`src/rtl/aes_pkg.sv`:
```
// Shared types and constants for the AES stream sequencer.
//   NUM_KEYS     : number of round keys installed into the engine (slots 0..14)
//   DEF_LATENCY  : default engine latency, eng_is_valid to eng_data_out
//   block_t      : one 128-bit data/key block
//   ctrl_state_t : sequencer states
package aes_pkg;

  localparam int NUM_KEYS    = 15;
  localparam int DEF_LATENCY = 17;

  typedef logic [127:0] block_t;

  typedef enum logic [1:0] {
    IDLE    = 2'd0,
    KEYLOAD = 2'd1,
    RUN     = 2'd2,
    DRAIN   = 2'd3
  } ctrl_state_t;

endpackage

```
`src/rtl/aes_inflight_tracker.sv`:
```
// Tracks blocks travelling through the fixed-latency engine.
// A valid/tag shift register mirrors the engine pipeline so the tail stage
// lines up with the matching engine result; a counter gives the number of
// blocks issued but not yet retired.
//   clk_i, rst_ni : clock, asynchronous active-low reset
//   issue_i       : block entering the engine this cycle
//   tag_i         : mode tag of the issued block
//   tail_valid_o  : a result leaves the engine this cycle
//   tail_tag_o    : mode tag of that result
//   inflight_o    : blocks issued and not yet retired
module aes_inflight_tracker #(
  parameter int LATENCY = 17,
  parameter int CNT_W   = $clog2(LATENCY + 1)
) (
  input  logic             clk_i,
  input  logic             rst_ni,
  input  logic             issue_i,
  input  logic             tag_i,
  output logic             tail_valid_o,
  output logic             tail_tag_o,
  output logic [CNT_W-1:0] inflight_o
);

  logic [LATENCY-1:0] vld_q, vld_d;
  logic [LATENCY-1:0] tag_q, tag_d;
  logic [CNT_W-1:0]   cnt_q, cnt_d;

  // Advance the shadow pipeline and update the occupancy count
  always_comb begin
    vld_d = {vld_q[LATENCY-2:0], issue_i};
    tag_d = {tag_q[LATENCY-2:0], issue_i & tag_i};
    cnt_d = cnt_q;
    // Issue and retire in the same cycle cancel out
    if (issue_i && !vld_q[LATENCY-1]) begin
      cnt_d = cnt_q + CNT_W'(1);
    end else if (!issue_i && vld_q[LATENCY-1]) begin
      cnt_d = cnt_q - CNT_W'(1);
    end else begin
      cnt_d = cnt_q;
    end
  end

  // Tracker state registers
  always_ff @(posedge clk_i or negedge rst_ni) begin
    if (!rst_ni) begin
      vld_q <= {LATENCY{1'b0}};
      tag_q <= {LATENCY{1'b0}};
      cnt_q <= {CNT_W{1'b0}};
    end else begin
      vld_q <= vld_d;
      tag_q <= tag_d;
      cnt_q <= cnt_d;
    end
  end

  assign tail_valid_o = vld_q[LATENCY-1];
  assign tail_tag_o   = tag_q[LATENCY-1];
  assign inflight_o   = cnt_q;

endmodule

```
`src/rtl/aes_stream_ctrl.sv`:
```
// Sequencer in front of the AES engine: installs the round keys from an
// external key store, then streams blocks into the engine and tags each
// result with its mode. The pipeline is drained before a key reload or an
// encrypt/decrypt mode change.
//   clk, n_rst                        : clock, asynchronous active-low reset
//   key_start                         : request a (re)load of the round keys
//   key_rd_addr / key_rd_data         : key store read port (1-cycle read)
//   key_done, keys_valid              : key load finished / key set installed
//   in_valid, in_ready, in_data,
//   in_encrypt                        : input block handshake and mode
//   out_valid, out_data, out_encrypt  : results, no backpressure
//   eng_*                             : engine key load and data interface
module aes_stream_ctrl
  import aes_pkg::*;
#(
  parameter int LATENCY = DEF_LATENCY
) (
  input  logic         clk,
  input  logic         n_rst,
  input  logic         key_start,
  output logic [3:0]   key_rd_addr,
  input  logic [127:0] key_rd_data,
  output logic         key_done,
  output logic         keys_valid,
  input  logic         in_valid,
  output logic         in_ready,
  input  logic [127:0] in_data,
  input  logic         in_encrypt,
  output logic         out_valid,
  output logic [127:0] out_data,
  output logic         out_encrypt,
  output logic         eng_load,
  output logic [3:0]   eng_round_number,
  output logic [127:0] eng_key,
  output logic         eng_is_valid,
  output logic [127:0] eng_data_in,
  output logic         eng_encrypt_flag,
  input  logic [127:0] eng_data_out
);

  localparam int         CNT_W     = $clog2(LATENCY + 1);
  localparam logic [3:0] LAST_SLOT = 4'(NUM_KEYS - 1);
  localparam logic [3:0] LOAD_END  = 4'(NUM_KEYS);

  ctrl_state_t      state_q, state_d;
  logic [3:0]       kidx_q, kidx_d;
  logic             mode_q, mode_d;
  logic             keys_valid_q, keys_valid_d;
  logic             key_done_q, key_done_d;
  logic             eng_load_q, eng_load_d;
  logic [3:0]       eng_slot_q, eng_slot_d;
  logic             eng_valid_q, eng_valid_d;
  block_t           eng_data_q, eng_data_d;
  logic             eng_flag_q, eng_flag_d;
  logic             ready_s;
  logic             pipe_empty_s;
  logic             tail_valid_s;
  logic             tail_tag_s;
  logic [CNT_W-1:0] inflight_s;

  // A block accepted last cycle is on eng_is_valid but not yet counted, so
  // it must also hold off mode changes and reloads.
  assign pipe_empty_s = (inflight_s == {CNT_W{1'b0}}) && !eng_valid_q;

  // Sequencer next-state logic and registered engine-side outputs
  always_comb begin
    state_d      = state_q;
    kidx_d       = kidx_q;
    mode_d       = mode_q;
    keys_valid_d = keys_valid_q;
    key_done_d   = 1'b0;
    eng_load_d   = 1'b0;
    eng_slot_d   = 4'd0;
    eng_valid_d  = 1'b0;
    eng_data_d   = 128'd0;
    eng_flag_d   = eng_flag_q;
    ready_s      = 1'b0;
    case (state_q)
      IDLE: begin
        if (key_start) begin
          state_d = KEYLOAD;
          kidx_d  = 4'd0;
        end else begin
          state_d = IDLE;
        end
      end
      KEYLOAD: begin
        // Address k goes out in cycle k; its data is written one cycle later
        if (kidx_q <= LAST_SLOT) begin
          eng_load_d = 1'b1;
          eng_slot_d = kidx_q;
        end else begin
          eng_load_d = 1'b0;
        end
        if (kidx_q == LAST_SLOT) begin
          key_done_d   = 1'b1;
          keys_valid_d = 1'b1;
        end else begin
          key_done_d = 1'b0;
        end
        if (kidx_q == LOAD_END) begin
          state_d = RUN;
          kidx_d  = 4'd0;
        end else begin
          kidx_d = kidx_q + 4'd1;
        end
      end
      RUN: begin
        ready_s = !key_start && ((in_encrypt == mode_q) || pipe_empty_s);
        if (key_start) begin
          state_d      = DRAIN;
          keys_valid_d = 1'b0;
        end else begin
          state_d = RUN;
        end
      end
      DRAIN: begin
        if (pipe_empty_s) begin
          state_d = KEYLOAD;
          kidx_d  = 4'd0;
        end else begin
          state_d = DRAIN;
        end
      end
      default: begin
        state_d = IDLE;
      end
    endcase
    if (in_valid && ready_s) begin
      eng_valid_d = 1'b1;
      eng_data_d  = in_data;
      eng_flag_d  = in_encrypt;
      mode_d      = in_encrypt;
    end else begin
      eng_valid_d = 1'b0;
    end
  end

  // Sequencer state and output registers
  always_ff @(posedge clk or negedge n_rst) begin
    if (!n_rst) begin
      state_q      <= IDLE;
      kidx_q       <= 4'd0;
      mode_q       <= 1'b1;
      keys_valid_q <= 1'b0;
      key_done_q   <= 1'b0;
      eng_load_q   <= 1'b0;
      eng_slot_q   <= 4'd0;
      eng_valid_q  <= 1'b0;
      eng_data_q   <= 128'd0;
      eng_flag_q   <= 1'b0;
    end else begin
      state_q      <= state_d;
      kidx_q       <= kidx_d;
      mode_q       <= mode_d;
      keys_valid_q <= keys_valid_d;
      key_done_q   <= key_done_d;
      eng_load_q   <= eng_load_d;
      eng_slot_q   <= eng_slot_d;
      eng_valid_q  <= eng_valid_d;
      eng_data_q   <= eng_data_d;
      eng_flag_q   <= eng_flag_d;
    end
  end

  aes_inflight_tracker #(
    .LATENCY (LATENCY),
    .CNT_W   (CNT_W)
  ) u_tracker (
    .clk_i        (clk),
    .rst_ni       (n_rst),
    .issue_i      (eng_valid_q),
    .tag_i        (eng_flag_q),
    .tail_valid_o (tail_valid_s),
    .tail_tag_o   (tail_tag_s),
    .inflight_o   (inflight_s)
  );

  assign key_rd_addr      = ((state_q == KEYLOAD) && (kidx_q <= LAST_SLOT)) ? kidx_q : 4'd0;
  // Key store data arrives in the same cycle the slot strobe is presented
  assign eng_key          = eng_load_q ? key_rd_data : 128'd0;
  assign key_done         = key_done_q;
  assign keys_valid       = keys_valid_q;
  assign in_ready         = ready_s;
  assign eng_load         = eng_load_q;
  assign eng_round_number = eng_slot_q;
  assign eng_is_valid     = eng_valid_q;
  assign eng_data_in      = eng_data_q;
  assign eng_encrypt_flag = eng_flag_q;
  assign out_valid        = tail_valid_s;
  assign out_encrypt      = tail_valid_s & tail_tag_s;
  assign out_data         = tail_valid_s ? eng_data_out : 128'd0;

endmodule
```
`config.mk`:
```
export PLATFORM = sky130hd
export DESIGN_NAME = aes_stream_ctrl
export DESIGN_NICKNAME = d
export VERILOG_FILES = /design/src/rtl/aes_pkg.sv /design/src/rtl/aes_inflight_tracker.sv /design/src/rtl/aes_stream_ctrl.sv
export SDC_FILE = /design/constraint.sdc
export NUM_CORES = 1
export LEC_CHECK = 0
export ABC_AREA = 0
export BUFFER_PORTS_ARGS = -buffer_cell sky130_fd_sc_hd__buf_2
export CORE_AREA = 3 3 308 310
export CTS_BUF_LIST = sky130_fd_sc_hd__clkbuf_2
export CTS_CLUSTER_DIAMETER = 100
export DETAILED_ROUTE_END_ITERATION = 6
export DIE_AREA = 0 0 311 313
export GPL_TIMING_DRIVEN = 0
export PLACE_DENSITY = 0.32
export SLEW_MARGIN = 20
export SYNTH_ARGS = -nofsm -noshare
export SYNTH_HDL_FRONTEND = slang
export SYNTH_SLANG_ARGS = --single-unit
export TNS_END_PERCENT = 50
```
`constraint.sdc`:
```
create_clock -name clk -period 2.5 [get_ports clk]
set_input_delay 0.125 -clock clk [delete_from_list [all_inputs] [get_ports clk]]
set_output_delay 0.125 -clock clk [all_outputs]
set_load 0.02 [all_outputs]
```
==> results.md, run 1 <==
* Worst-skew pair later-pin latency at 0.95 ns
* Layout area overhead at 147%
* DR WL/cell at 20.3 um
* Drc violations at 0
* Tightest Pin Transition at 0.664 ns
* Clk buf depth at 2
* Async SR Flop Fraction at 100%
* Final setup TNS at -0.0363 ns
* Die ar. at 0.0973 mm^2
* Share of the synthesized area in the top cell type at 58.5%
* Final net count at 2237
* CP arrival at 2.41 ns
* Routed vias at 9611
* Multi-input gate area at 0.00344 mm^2
* Synth Area in Adders at 1.22%
* Tcrit/Tclk final at 101%
* Hold Startpoint: key_start
* DR iter-0 viols at 311
* Run status: complete, but fails checks
* Reg clk slew, reported paths at 0.33 ns
* DP Cell Count at 2732
* Violated checks: setup timing
* Global placement routability congestion at 1.05
* Cell area power density at 550 mW/mm^2
* Worst vdd ir at 0.000245 V
* Clk pwr share at 16.7%
* Worst Path Class, Setup: flop to output port
* Pre-antenna DRT Iters at 4
* Switching part of the total at 37.2%
* Worst Setup End Kind: output port
* Hold Path Sink: kidx_q[1]
* DIE WIDTH at 311 um
* Vias in the first global route at 10400
* Core area at 0.0919 mm^2
* Filler cells at 10200
* Seq pwr share at 30.5%
* Worst R2R Setup Slack at 0.03 ns
* Clock Skews at 0.0467 ns
* Worst EP required at 2.38 ns
* Fin. Hold Viols at 0
* Post-synthesis cell type count at 41
* Yosys synthesis warning count at 0
* Yosys top cell by area: dfrtp_1
* Hold depth at 5
* Area contributors post-synth: dfrtp_1, and2_1, clkbuf_1
* Clock tree root buffer cell: clkbuf_2
* FMAX at 394 MHz
* Cell count after synthesis at 699
* Comb power frac at 52.9%
* Leading register cell type out of synthesis: dfrtp_1
* Max incr delay on CP at 0.50 ns
* Synthesized area per cell at 11.1 um^2
* Final ANT Viol Nets at 0
* XOR/XNOR Fraction of Synth Area at 0.563%
* Layout cells sized above 1 at 58.8%
* Worst setup margin at -0.0363 ns
* R2R depth at 9
* Critical Path Source Type: flop
* Global-route wire length before repair at 85700 um
* Largest net degree at the start of global routing at 86
* Number of synthesized flops with an enable pin at 0
* Routed wire length at 63000 um
* CTS tree: done
* Fin cells at 3110
* Reg-to-reg startpoint: u_tracker.vld_q[16]
* Crit-path slowest cell: dfrtp_2
* Number of antenna violations at the first check in global routing at 34
* Reg2reg end: u_tracker.inflight_o[4]
* Final min period at 2.54 ns
* Worst rel slew slack at 55.7%
* Lkg Pwr at 10.1 nW
* HP Class: primary input to flop
* Dpl hpwl at 51400 um
* P_sw at 3.93 mW
* Mux contribution to synthesized area at 0.273%
* Max-cap violation count at 0
* Sequential-to-total area share from yosys stat at 58.8%
* Cell Chain, Critical Path: nor4_4 > a21oi_2 > nor4_2 > buf_4
* Compound-Gate Fraction of Synth Area at 2.57%
* Tot GR Track Use at 12.6%
* Reg area at 0.00459 mm^2
* I/O Buffers at 788
* I/O pin cnt at 789
* Yosys reg bits at 183
* Syn nets at 1095
* Die extent in y at 313 um
* H-tree levels at 4
* Simple-Gate Fraction of Synth Area at 33.6%
* RSZ-0062 raised after global routing: yes
* Maximum fanout along the worst path at 2
* Clock sinks at 183
* Syn Std Cell Area at 0.00778 mm^2
* Remaining Overflow, GRT at 0
* Largest family of logic cells by synthesized area: simple AND/OR/NAND/NOR gates
* Int Pwr at 6.64 mW
* Vias per cell at 3.09
* Rows at 111
* Max-slew violation count at 0
* Initial Util at 8.47%
* Final Core Density at 20.9%
* TritonCTS buffer count at 17
* Final setup viols at 1
==> worst max-delay path by stage <==
stage,depth (start not counted),to,startpoint,slack (ns)
after floorplan,8,u_tracker.inflight_o[4],u_tracker.vld_q[16],0.33
after global placement,1,eng_data_in[106],n_rst,-2.11
after detailed placement,6,eng_data_in[43],u_tracker.inflight_o[0],-0.23
after CTS,4,in_ready,u_tracker.inflight_o[1],-0.29
after global routing,4,in_ready,u_tracker.inflight_o[0],-0.38
final,4,in_ready,u_tracker.inflight_o[0],-0.04
==> cells by family (layout without fill, tap and decap cells) <==
group           after synthesis  in the layout
other cells                   0             13
flops                       183            183
fa+ha+maj                     7              7
buf+inv                      54           1209
mux                           2              2
simple gates                420            420
xor+xnor                      5              5
compound gates               28             28
==> power by group through the flow <==
| stage | sequential [mW] | clock, mW | combinational [mW] |
|---|---|---|---|
| floorplan | 3.33 | 0 | 1.61 |
| global placement | 3.31 | 0 | 3.07 |
| detailed placement | 3.31 | 0 | 3.06 |
| CTS | 3.22 | 1.94 | 5.39 |
| global route | 3.24 | 2.05 | 5.91 |
| finish | 3.22 | 1.76 | 5.58 |
==> cells in the mapped netlist (all sizes together) (2+ instances only) <==
library cell and instances:
and2 396, nand3 4, nor2 4, o21a 2
a21o 4, xnor2 2, xor2 3, and2b 2
o311ai 2, o2111ai 2, a21oi 4, a211oi 2
nand2 5, o22ai 2, inv 10, buf 3
nor4 3, clkbuf 41, dfrtp 182, o21ai 4
ha 6
==> metrics by stage <==
stage / hold slack [ns] / worst slack, ns / area [um^2] / power [mW]
after global placement: 0.332 / -2.11 / 13300 / 6.38
after CTS: 0.0308 / -0.295 / 19000 / 10.5
final: 0.287 / -0.0363 / 19200 / 10.6
after global routing: 0.131 / -0.375 / 19200 / 11.2
after floorplan: -0.171 / 0.330 / 7780 / 4.94
after detailed placement: -0.00626 / -0.229 / 13300 / 6.37
==> metal layers <==
metal | vias up | track usage (%) | wire length [um]
met2 | 430 | 23.1 | 33000
met4 | 14 | 3.23 | 1330
met5 | - | 0 | 85
met3 | 68 | 3.33 | 4060
li1 | 4453 | - | -
met1 | 4646 | 14.4 | 24500
==> registers in the layout (all words and copies together) (netlist names) <==
register              count
eng_load                  1
state_q                   2
eng_round_number          4
mode_q                    1
keys_valid                1
kidx_q                    4
u_tracker.vld_q          17
key_done                  1
eng_data_in             128
eng_encrypt_flag          1
eng_is_valid              1
u_tracker.inflight_o      5
u_tracker.tag_q          17
==> layout make-up <==
type,count,area share [%]
Timing Repair Buffer,1125,45.1
Sequential cell,183,23.9
Multi-Input combinational cell,462,17.9
Tap cell,1243,8.10
Buffer,42,3.22
Clock inverter,15,0.944
Clock buffer,17,0.443
Inverter,10,0.195
Antenna cell,13,0.169
==> worst max-delay path: cells and delay by family, from the launching register on <==
kind,cells,cell delay (ns)
DFF,1,0.50
and+or+nand+nor,2,0.63
buffers and inverters,1,0.19
AOI/OAI and AO/OA,1,0.12
==> placed cells by master (no fill, tap or decap), types with 3 or more instances in the layout <==
| cell | n |
|---|---|
| a21o_1 | 4 |
| inv_6 | 3 |
| inv_2 | 3 |
| buf_12 | 5 |
| buf_4 | 43 |
| nand2_1 | 4 |
| clkbuf_16 | 19 |
| dlygate4sd3_1 | 287 |
| clkinv_4 | 4 |
| o21ai_0 | 4 |
| dfrtp_2 | 6 |
| buf_8 | 20 |
| inv_8 | 3 |
| and2_1 | 237 |
| clkbuf_2 | 27 |
| a21oi_1 | 3 |
| clkinv_8 | 3 |
| ha_1 | 4 |
| nor2_1 | 3 |
| dfrtp_1 | 176 |
| nand3_1 | 4 |
| buf_6 | 184 |
| diode_2 | 13 |
| clkbuf_8 | 6 |
| xor2_1 | 3 |
| and2_4 | 159 |
| buf_2 | 588 |
| inv_1 | 7 |
==> repair_timing <==
item,in CTS,in global routing
resized for setup,604,101
hold buffers,288,1
endpoints found under the hold margin,320,1
endpoints found under the setup margin,273,195
buffers inserted,27,6
cloned,17,1
pin swaps,9,7
No activity file was read; power rests on OpenSTA's default activity.
==> run 2: changes to the inputs <==
--- a/config.mk
+++ b/config.mk
@@ -17,5 +17,6 @@
 export SLEW_MARGIN = 20
 export SYNTH_ARGS = -nofsm -noshare
 export SYNTH_HDL_FRONTEND = slang
+export SYNTH_HIERARCHICAL = 1
 export SYNTH_SLANG_ARGS = --single-unit
 export TNS_END_PERCENT = 50
==> results.md, run 2 <==
* Number of antenna violations at the first check in global routing at 45 (+32%)
* Post-synthesis cell type count at 39 (-4.9%)
* Cell area power density at 506 mW/mm^2 (-7.9%)
* Filler cells at 10100 (-0.16%)
* DR WL/cell at 21.2 um (+4.9%)
* CP Capture Point: eng_key[97]
* Reg clk slew, reported paths at 0.42 ns (+0.09 ns)
* Synthesized area per cell at 11.1 um^2 (-0.15%)
* Hold_ws at 0.243 ns (-0.0443 ns)
* Worst Setup End Kind: output port
* Share of the synthesized area in the top cell type at 58.3% (-0.24 points)
* DR iter-0 viols at 430 (+38%)
* DIE WIDTH at 311 um (unchanged)
* Core area at 0.0919 mm^2 (unchanged)
* Run status: finished clean
* Commonest non-fill, non-tap cell in the layout: buf_2
* Pre-antenna DRT Iters at 5 (+1)
* Remaining Overflow, GRT at 0 (unchanged)
* Worst-skew pair later-pin latency at 1.03 ns (+0.08 ns)
* Fin. Hold Viols at 0 (unchanged)
* Reg2reg end: eng_data_in[91]
* Syn Std Cell Area at 0.00782 mm^2 (+0.42%)
* Tcrit/Tclk final at 97.4% (-4.0 points)
* Synth cell count leaders: and2_1, dfrtp_1, clkbuf_1
* Dpl hpwl at 55800 um (+8.6%)
* Max-slew violation count at 0 (unchanged)
* Largest register FFs at 128 (unchanged)
* I/O Buffers at 788 (unchanged)
* R2R depth at 7 (-2)
* Maximum fanout along the worst path at 9 (+7)
* Clock tree root buffer cell: clkbuf_2
* Routed vias at 9880 (+2.8%)
* Leading register cell type out of synthesis: dfrtp_1
* Die ar. at 0.0973 mm^2 (unchanged)
* Number of synthesized flops with an enable pin at 0 (unchanged)
* Drc violations at 0 (unchanged)
* Worst vdd ir at 0.000320 V (+31%)
* Yosys top cell by area: dfrtp_1
* Critical Path Source Type: flop
* Max-cap violation count at 0 (unchanged)
* Global placement routability congestion at 0.959 (-8.5%)
* Vias per cell at 3.13 (+1.3%)
* Routed wire length at 67100 um (+6.4%)
* Die extent in y at 313 um (unchanged)
* Final setup viols at 0 (-1)
* Reg-to-reg startpoint: u_tracker/inflight_o[4]
* Clock Skews at 0.0866 ns (+0.0399 ns)
* Tightest Pin Transition at 0.682 ns (+0.0178 ns)
* Final min period at 2.44 ns (-0.100 ns)
* H-tree levels at 4 (unchanged)
* Sequential-to-total area share from yosys stat at 58.6% (-0.24 points)
* Cell count after synthesis at 703 (+0.57%)
* Worst Path Class, Setup: flop to output port
* TritonCTS buffer count at 17 (unchanged)
* Most frequent cells in the layout: buf_2, dlygate4sd3_1, and2_1, dfrtp_1, buf_6
* Initial Util at 8.50% (+0.035 points)
* Final ANT Viol Nets at 0 (unchanged)
* Tot GR Track Use at 13.3% (+0.71 points)
* Worst R2R Setup Slack at 0.12 ns (+0.09 ns)
* Worst rel slew slack at 54.5% (-1.2 points)
* Clock sinks at 183 (unchanged)
* Worst EP required at 2.38 ns (about the same)
* Global-route wire length before repair at 88300 um (+3.0%)
* FMAX at 410 MHz (+4.1%)
* Layout cells sized above 1 at 55.5% (-3.3 points)
* Lkg Pwr at 10.2 nW (+1.3%)
* CTS tree: done
* Yosys reg bits at 183 (unchanged)
* Most frequent cell after synthesis: and2_1
* CP arrival at 2.31 ns (-0.10 ns)
* Setup crit start: eng_load
* Rows at 111 (unchanged)
* Vias in the first global route at 10200 (-2.2%)
* RSZ-0062 raised after global routing: yes
* Area contributors post-synth: dfrtp_1, and2_1, clkbuf_1
* Async SR Flop Fraction at 100% (unchanged)
* Clk buf depth at 2 (unchanged)
* Yosys synthesis warning count at 6 (+6)
* Total power at 9.89 mW (-6.4%)
* Largest net degree at the start of global routing at 95 (+10%)
* I/O pin cnt at 789 (unchanged)
* Syn nets at 1099 (+0.37%)
* Layout area overhead at 150%
* Final net count at 2282 (+2.0%)
* HP Class: primary input to async pin
==> run 2: what timing repair did <==
item,4_1_cts,5_1_grt
buffers inserted,12,3
hold buffers,349,1
setup endpoints to repair,262,291
endpoints found under the hold margin,320,16
gates cloned,8,5
pin swaps,7,5
resized for setup,341,347
==> run 2: cells by family after synthesis <==
family | count (synthesis) | synth area share (%)
AND/OR/NAND/NOR | 429 | 34.1
flip-flops | 183 | 58.6
buffers and inverters | 51 | 2.85
AO/OA/AOI/OAI | 27 | 2.43
adder cells (fa/ha/maj) | 7 | 1.22
XOR/XNOR | 3 | 0.336
multiplexers | 3 | 0.416
==> run 2: area by class of cell <==
cell class	instances	area, um^2	share of cell area [%]
sequential	183	4590	23.5
antenna	14	35.0	0.179
timing repair buffer	1167	9030	46.2
clock inverter	15	204	1.04
buffer	42	611	3.13
inverter	6	22.5	0.115
tap	1243	1560	7.96
multi-input combinational	469	3400	17.4
clock buffer	17	85.1	0.436
==> run 2: worst min path at each step <==
stage	from	to	slack (ns)
floorplan	n_rst	eng_data_in[0]	-0.17
global placement	in_data[1]	eng_data_in[1]	0.33
detailed placement	n_rst	eng_data_in[86]	-0.03
CTS	in_encrypt	eng_is_valid	0.007
global route	n_rst	eng_data_in[86]	0.12
finish	n_rst	eng_data_in[86]	0.24
==> run 2: where the power goes <==
group	internal, mW	switching (mW)
logic	2.50	2.36
registers	3.08	0.132
clock network	0.457	1.36
==> run 2: stage by stage <==
step | instances | TNS (ns) | setup WS, ns | cell area [um^2] | util [%]
after detailed placement | 2736 | 0 | 0.195 | 13400 | 14.6
after global routing | 3148 | -13.50 | -0.143 | 19500 | 21.2
after floorplan | 703 | 0 | 0.416 | 7820 | -
final | 3156 | 0 | 0.0639 | 19500 | 21.2
after CTS | 3134 | -36.75 | -0.231 | 18500 | 20.1
after global placement | 2734 | -365.05 | -2.04 | 13300 | 14.5
==> run 2: critical path, stage by stage, from the launching register on <==
cell and delay, ns:
dfrtp_2 0.58, clkbuf_16 0.23, clkbuf_16 0.16, and2_4 0.17, buf_6 0.12
==> run 2: routing by layer <==
metal / GRT usage (%) / share of wire, %
met5: 0 / 0.039
met2: 24.4 / 52
met3: 2.89 / 5.5
met1: 15.8 / 40
met4: 2.72 / 1.9
